--- src/rtl/hflink_stream_pkg.sv ---
// rtl/hflink_stream_pkg.sv - shared constants and helpers for host-link byte streams
package hflink_stream_pkg;

    localparam int BYTE_W         = 8;
    localparam int CDC_PKT_MAX_FS = 64;
    localparam int CDC_PKT_MAX_HS = 512;
    localparam int CDC_IDLE_CYC   = 4000;
    localparam int OVF_CNT_W      = 16;

    typedef logic [BYTE_W-1:0]    byte_t;
    typedef logic [OVF_CNT_W-1:0] ovf_cnt_t;

    function automatic ovf_cnt_t sat_inc(input ovf_cnt_t v);
        return (v == '1) ? v : v + ovf_cnt_t'(1);
    endfunction

endpackage

--- src/rtl/stream_fifo_ram.sv ---
// rtl/stream_fifo_ram.sv - simple dual-port RAM, one write port, one registered read port
module stream_fifo_ram #(
    parameter int ADDR_W = 9,
    parameter int DATA_W = 8
) (
    input  logic              i_clk,
    input  logic              i_wr_en,
    input  logic [ADDR_W-1:0] i_wr_addr,
    input  logic [DATA_W-1:0] i_wr_data,
    input  logic              i_rd_en,
    input  logic [ADDR_W-1:0] i_rd_addr,
    output logic [DATA_W-1:0] o_rd_data
);

    logic [DATA_W-1:0] r_mem [0:(1<<ADDR_W)-1];
    logic [DATA_W-1:0] r_rd_data;

    // No reset on the array or read register so the tools can map this to block RAM.
    always_ff @(posedge i_clk) begin
        if (i_wr_en) begin
            r_mem[i_wr_addr] <= i_wr_data;
        end
        if (i_rd_en) begin
            r_rd_data <= r_mem[i_rd_addr];
        end
    end

    assign o_rd_data = r_rd_data;

endmodule

--- src/rtl/cdc_rx_packetizer.sv ---
// rtl/cdc_rx_packetizer.sv - UART rx bytes to valid/ready stream with tlast at PKT_MAX or idle timeout
module cdc_rx_packetizer
    import hflink_stream_pkg::*;
#(
    parameter int ADDR_W   = 9,
    parameter int PKT_MAX  = CDC_PKT_MAX_FS,
    parameter int IDLE_CYC = CDC_IDLE_CYC
) (
    input  logic                 hclk,
    input  logic                 hresetn,
    input  logic                 clr,
    input  logic                 s_tvalid,
    input  logic [BYTE_W-1:0]    s_tdata,
    output logic                 m_tvalid,
    input  logic                 m_tready,
    output logic [BYTE_W-1:0]    m_tdata,
    output logic                 m_tlast,
    output logic [ADDR_W:0]      level,
    output logic [OVF_CNT_W-1:0] ovf_cnt
);

    localparam int DEPTH = 1 << ADDR_W;
    localparam int LW    = ADDR_W + 1;
    localparam int PW    = (PKT_MAX > 2) ? $clog2(PKT_MAX) : 1;
    localparam int TW    = $clog2(IDLE_CYC + 1);

    logic [ADDR_W-1:0] r_wptr;
    logic [ADDR_W-1:0] r_rptr;
    logic [LW-1:0]     r_level;
    logic [LW-1:0]     r_ram_cnt;
    logic [LW-1:0]     r_flush_cnt;
    logic [PW-1:0]     r_pkt_cnt;
    logic [TW-1:0]     r_idle;
    ovf_cnt_t          r_ovf_cnt;
    logic              r_rd_valid;
    logic              r_m_tvalid;
    byte_t             r_m_tdata;

    logic  w_full;
    logic  w_wr;
    logic  w_pop;
    logic  w_load;
    logic  w_rd;
    logic  w_tlast;
    logic  w_idle_hit;
    byte_t w_rd_data;

    assign w_full  = (r_level == LW'(DEPTH));
    assign w_wr    = s_tvalid & ~w_full;
    assign w_pop   = r_m_tvalid & m_tready;
    // Read stage feeds the output register whenever it is empty or being emptied.
    assign w_load  = r_rd_valid & (~r_m_tvalid | w_pop);
    assign w_rd    = (r_ram_cnt != '0) & (~r_rd_valid | w_load);
    assign w_tlast = r_m_tvalid & ((r_pkt_cnt == PW'(PKT_MAX - 1)) | (r_flush_cnt == LW'(1)));
    // A write in the same cycle restarts the timer, so the hit never coincides with one.
    assign w_idle_hit = ~w_wr & (r_idle == TW'(IDLE_CYC - 1));

    stream_fifo_ram #(
        .ADDR_W (ADDR_W),
        .DATA_W (BYTE_W)
    ) u_ram (
        .i_clk     (hclk),
        .i_wr_en   (w_wr),
        .i_wr_addr (r_wptr),
        .i_wr_data (s_tdata),
        .i_rd_en   (w_rd),
        .i_rd_addr (r_rptr),
        .o_rd_data (w_rd_data)
    );

    always_ff @(posedge hclk or negedge hresetn) begin
        if (!hresetn) begin
            r_wptr      <= '0;
            r_rptr      <= '0;
            r_level     <= '0;
            r_ram_cnt   <= '0;
            r_flush_cnt <= '0;
            r_pkt_cnt   <= '0;
            r_idle      <= '0;
            r_ovf_cnt   <= '0;
            r_rd_valid  <= 1'b0;
            r_m_tvalid  <= 1'b0;
            r_m_tdata   <= '0;
        end else if (clr) begin
            r_wptr      <= '0;
            r_rptr      <= '0;
            r_level     <= '0;
            r_ram_cnt   <= '0;
            r_flush_cnt <= '0;
            r_pkt_cnt   <= '0;
            r_idle      <= '0;
            r_ovf_cnt   <= '0;
            r_rd_valid  <= 1'b0;
            r_m_tvalid  <= 1'b0;
            r_m_tdata   <= '0;
        end else begin
            if (w_wr) begin
                r_wptr <= r_wptr + ADDR_W'(1);
            end
            if (w_rd) begin
                r_rptr <= r_rptr + ADDR_W'(1);
            end
            r_ram_cnt <= r_ram_cnt + LW'(w_wr) - LW'(w_rd);
            r_level   <= r_level + LW'(w_wr) - LW'(w_pop);

            if (s_tvalid & w_full) begin
                r_ovf_cnt <= sat_inc(r_ovf_cnt);
            end

            r_rd_valid <= w_rd | (r_rd_valid & ~w_load);
            if (w_load) begin
                r_m_tvalid <= 1'b1;
                r_m_tdata  <= w_rd_data;
            end else if (w_pop) begin
                r_m_tvalid <= 1'b0;
            end

            if (w_wr) begin
                r_idle <= '0;
            end else if (r_idle != TW'(IDLE_CYC)) begin
                r_idle <= r_idle + TW'(1);
            end

            // The byte leaving this cycle is excluded from the latched flush length.
            if (w_idle_hit && (r_flush_cnt == '0) && (r_level != '0)) begin
                r_flush_cnt <= r_level - LW'(w_pop);
            end else if (w_pop && (r_flush_cnt != '0)) begin
                r_flush_cnt <= r_flush_cnt - LW'(1);
            end

            if (w_pop) begin
                r_pkt_cnt <= w_tlast ? '0 : r_pkt_cnt + PW'(1);
            end
        end
    end

    assign m_tvalid = r_m_tvalid;
    assign m_tdata  = r_m_tdata;
    assign m_tlast  = w_tlast;
    assign level    = r_level;
    assign ovf_cnt  = r_ovf_cnt;

endmodule

--- config.mk ---
export PLATFORM = sky130hd
export DESIGN_NAME = cdc_rx_packetizer
export DESIGN_NICKNAME = d
export VERILOG_FILES = /design/src/rtl/hflink_stream_pkg.sv /design/src/rtl/stream_fifo_ram.sv /design/src/rtl/cdc_rx_packetizer.sv
export SDC_FILE = /design/constraint.sdc
export NUM_CORES = 2
export LEC_CHECK = 0
export BUFFER_PORTS_ARGS = -buffer_cell sky130_fd_sc_hd__buf_4
export CAP_MARGIN = 20
export CORE_MARGIN = 4
export CORE_UTILIZATION = 63
export DETAILED_ROUTE_END_ITERATION = 6
export PLACE_DENSITY = 0.79
export REMOVE_ABC_BUFFERS = 1
export SLEW_MARGIN = 40
export SYNTH_ARGS = -nofsm -noshare
export SYNTH_HDL_FRONTEND = slang
export SYNTH_HIERARCHICAL = 1
export SYNTH_SLANG_ARGS = --single-unit
--- constraint.sdc ---
create_clock -name hclk -period 4.6 [get_ports hclk]
set_clock_uncertainty 0.15 [all_clocks]
set_input_delay 0.46 -clock hclk [delete_from_list [all_inputs] [get_ports hclk]]
set_output_delay 0.46 -clock hclk [all_outputs]
set_load 0.1 [all_outputs]
==> summary.md <==
| Metric | Value |
|---|---|
| Status | finished, violations left |
| Failing checks | DRC |
| Slew @ Worst Pin | 0.977 ns |
| Final min period | 4.56 ns |
| Die X-Extent | 521 µm |
| Layout cells sized above 1 | 18.7% |
| Crit end category | flop |
| Vias in the first global route | 90.0k |
| # port buffers | 48 |
| Tot GR Track Use | 31.8% |
| Most frequent cells in the layout | 4104 x edfxtp_1, 808 x mux2i_1, 654 x mux4_2, 622 x nor2_1, 410 x clkbuf_16 |
| Post-synth top area share | 74.4% |
| Die Span Y | 521 µm |
| Cells after DPL | 12.0k |
| Clk Latency, worst-skew pair | 0.93 ns |
| I/O pins | 49 |
| EDFF count, synth | 4104 |
| Cts hold-fix bufs | 15 |
| Final number of setup-violating endpoints | 0 |
| Starting DRT DRC Count | 14.9k |
| Synthesized instance count | 8634 |
| Fmax | 219 MHz |
| PwrDens | 514 mW/mm² |
| WL/cell | 34.0 µm |
| CORE AREA | 0.262 mm² |
| RR Endpoint | u_ram/o_rd_data[5]$_DFFE_PP_ |
| Setup CP Type | reg2reg |
| CTS tree | done |
| 1st-pass router iterations | 7 |
| Synthesized area per cell | 19.2 µm² |
| Ys flop type | edfxtp_1 |
| WL final | 433000 µm |
| Final nets | 8947 |
| Flop2flop setup slack | 0.04 ns |
| Total power draw | 94900 µW |
| WP data required | 5.24 ns |
| Async SR Flop Fraction | 2.19% |
| Dpl hpwl | 252000 µm |
| FF-to-FF Start | r_rptr[1]$_DFFE_PN0P_ |
| Final Cycle Share | 99.1% |
| Final non-filler cell total | 12.7k |
| Arrival @ worst endpoint | 5.19 ns |
| GRT overflow | 0 |
| Gpl congestion | 0.992 |
| Initial Utilization | 63.2% |
| Clock Root Buffer | clkbuf_16 |
| Hold endpoint | u_ram/r_mem[474][7]$_DFFE_PP_ |
| Reg2Reg Depth | 9 |
| Yosys reg bits | 4196 |
| Relative max-transition margin | 34.0% |
| Hold-critical path depth | 2 |
| Layout area overhead | 11.4% |
| Worst hold slack | 0.367 ns |
| Yosys cell types | 84 |
| YS warnings | 6 |
| Hold path start | s_tdata[7] |
| H-tree Lvls | 5 |
| First-pass GRT wire length | 630000 µm |
| Final Hold Viols | 0 |
| Fin. max-slew vios | 0 |
| Largest net degree at the start of global routing | 136 |
| Post-synth top area cell | edfxtp_1 |
| Register area share after synthesis | 75.8% |
| Vias per Instance | 7.17 |
| Post-CTS sizing | 0 |
| Clk sinks | 4196 |
| Post-CTS Setup Inserts | 0 |
| Crit-path max FO | 43 |
| RSZ-0062 raised after global routing | false |
| Leak | 0.0577 µW |
| Most area-consuming cells after synthesis | edfxtp_1 74%, mux4_2 8.9%, mux2i_1 4.9%, o221ai_1 2.0%, nor2_1 1.5% |
| Maximum vdd drop | 0.000574 V |
| DRC errors left | 7 |
| Worst min path class | in2reg |
| Row count | 188 |
| Total of max-cap violations | 0 |
| Total number of vias | 91.3k |
| Initial antenna violation count | 13 |
| Startpoint Class | flop |
| Mapped Area | 0.166 mm² |
| Worst-path clk slew | 0.07 ns |
| CTS buffer count | 403 |
| Antenna-violating nets left | 0 |
| Max clock buf depth | 4 |
| Die Area | 0.271 mm² |
| Commonest non-fill, non-tap cell in the layout | edfxtp_1 |
==> cell families (layout without fill, tap and decap cells) <==
| kind of cell | after synthesis | in the layout | synth area share (%) |
|---|---|---|---|
| AOI/OAI and AO/OA | 1064 | 1064 | 4.49 |
| buffers and inverters | 570 | 1146 | 1.91 |
| and+or+nand+nor | 1232 | 1232 | 3.36 |
| other | 0 | 10 | 0 |
| xor gates and xnor gates | 58 | 58 | 0.307 |
| adders and majority gates | 48 | 48 | 0.372 |
| DFF | 4196 | 4196 | 75.8 |
| muxes | 1466 | 1466 | 13.8 |
==> Yosys cell counts (5+ instances only) <==
cell type     n
xnor2_1      37
and3_1       16
dfrtp_1      92
a22oi_1      63
a22o_1        5
nor4_1       42
xor2_1       21
o22ai_1     164
a31oi_1       7
nor2b_1      19
buf_12        5
buf_4        71
a21oi_1     225
and2_1       21
buf_2        59
buf_6        64
and3b_1       5
o311ai_0      7
o21ai_0     136
o31ai_1      14
nand4_1      47
inv_1        41
buf_1        46
or3_1        13
nand2_1     146
edfxtp_1   4104
nand2b_1     14
nor3_1      124
mux2i_1     808
mux4_2      654
ha_1         46
clkbuf_1    270
nor2_1      683
o221ai_1    371
o2111a_1      8
buf_8        11
nand3_1      53
nor3b_1      12
a211oi_1     19
o41ai_1       8
==> worst max-delay path by stage <==
stage                                     start                      endpoint  cells past startpoint
after floorplan           r_rptr[0]$_DFFE_PN0P_  u_ram/o_rd_data[5]$_DFFE_PP_                      6
after global placement    r_rptr[1]$_DFFE_PN0P_  u_ram/o_rd_data[5]$_DFFE_PP_                      9
after detailed placement  r_rptr[1]$_DFFE_PN0P_  u_ram/o_rd_data[5]$_DFFE_PP_                      9
after CTS                 r_rptr[1]$_DFFE_PN0P_  u_ram/o_rd_data[5]$_DFFE_PP_                      9
after global routing      r_rptr[1]$_DFFE_PN0P_  u_ram/o_rd_data[5]$_DFFE_PP_                      9
final                     r_rptr[1]$_DFFE_PN0P_  u_ram/o_rd_data[5]$_DFFE_PP_                      9
==> area by class of cell <==
type | count | area [µm²]
sequential | 4196 | 126000
fill | 14900 | 77500
multi-input combinational | 3868 | 37400
clock buffer | 495 | 10600
tap | 3515 | 4400
timing repair buffer | 373 | 3990
clock inverter | 234 | 2400
inverter | 44 | 173
antenna | 10 | 25.0
==> state kept, by name, summed over array words and instances (netlist names), 6 cells and up <==
| register | flops |
|---|---|
| m_tdata | 8 |
| level | 10 |
| r_flush_cnt | 10 |
| r_pkt_cnt | 6 |
| r_rptr | 9 |
| u_ram/o_rd_data | 8 |
| r_ram_cnt | 10 |
| r_wptr | 9 |
| ovf_cnt | 16 |
| u_ram/r_mem | 4096 |
| r_idle | 12 |
==> metal layers <==
layer	global-route usage (%)	share of wire, %	up-vias
li1	-	-	36100
met2	48.7	47	7695
met3	8.66	13	1320
met4	14.7	5.6	4
met5	0	0.0048	-
met1	43.3	34	46200
==> stage by stage <==
stage | instance area [µm²] | setup TNS, ns | util [%] | setup slack [ns]
floorplan | 163000 | -776.15 | - | -46.93
global placement | 171000 | 0 | 65.3 | 0.332
detailed placement | 171000 | 0 | 65.3 | 0.303
CTS | 184000 | 0 | 70.4 | 0.276
global route | 185000 | 0 | 70.4 | 0.101
finish | 185000 | 0 | 70.4 | 0.0415
==> power breakdown <==
group	switching, µW	total [µW]	internal (µW)
clock network	14100	32900	18800
logic	11700	19600	7840
registers	281	42400	42100
==> critical path: stages, from the launching register on <==
cell and delay [ns]:
dfrtp_4 0.60, or2_4 0.52, buf_12 0.28, buf_4 0.27, o221ai_1 0.35, o22ai_1 0.14, o21ai_0 0.63, nand4_1 0.62
nand2_1 0.50, o2111a_1 0.26
Note: power is estimated with default switching activity, not from simulation.
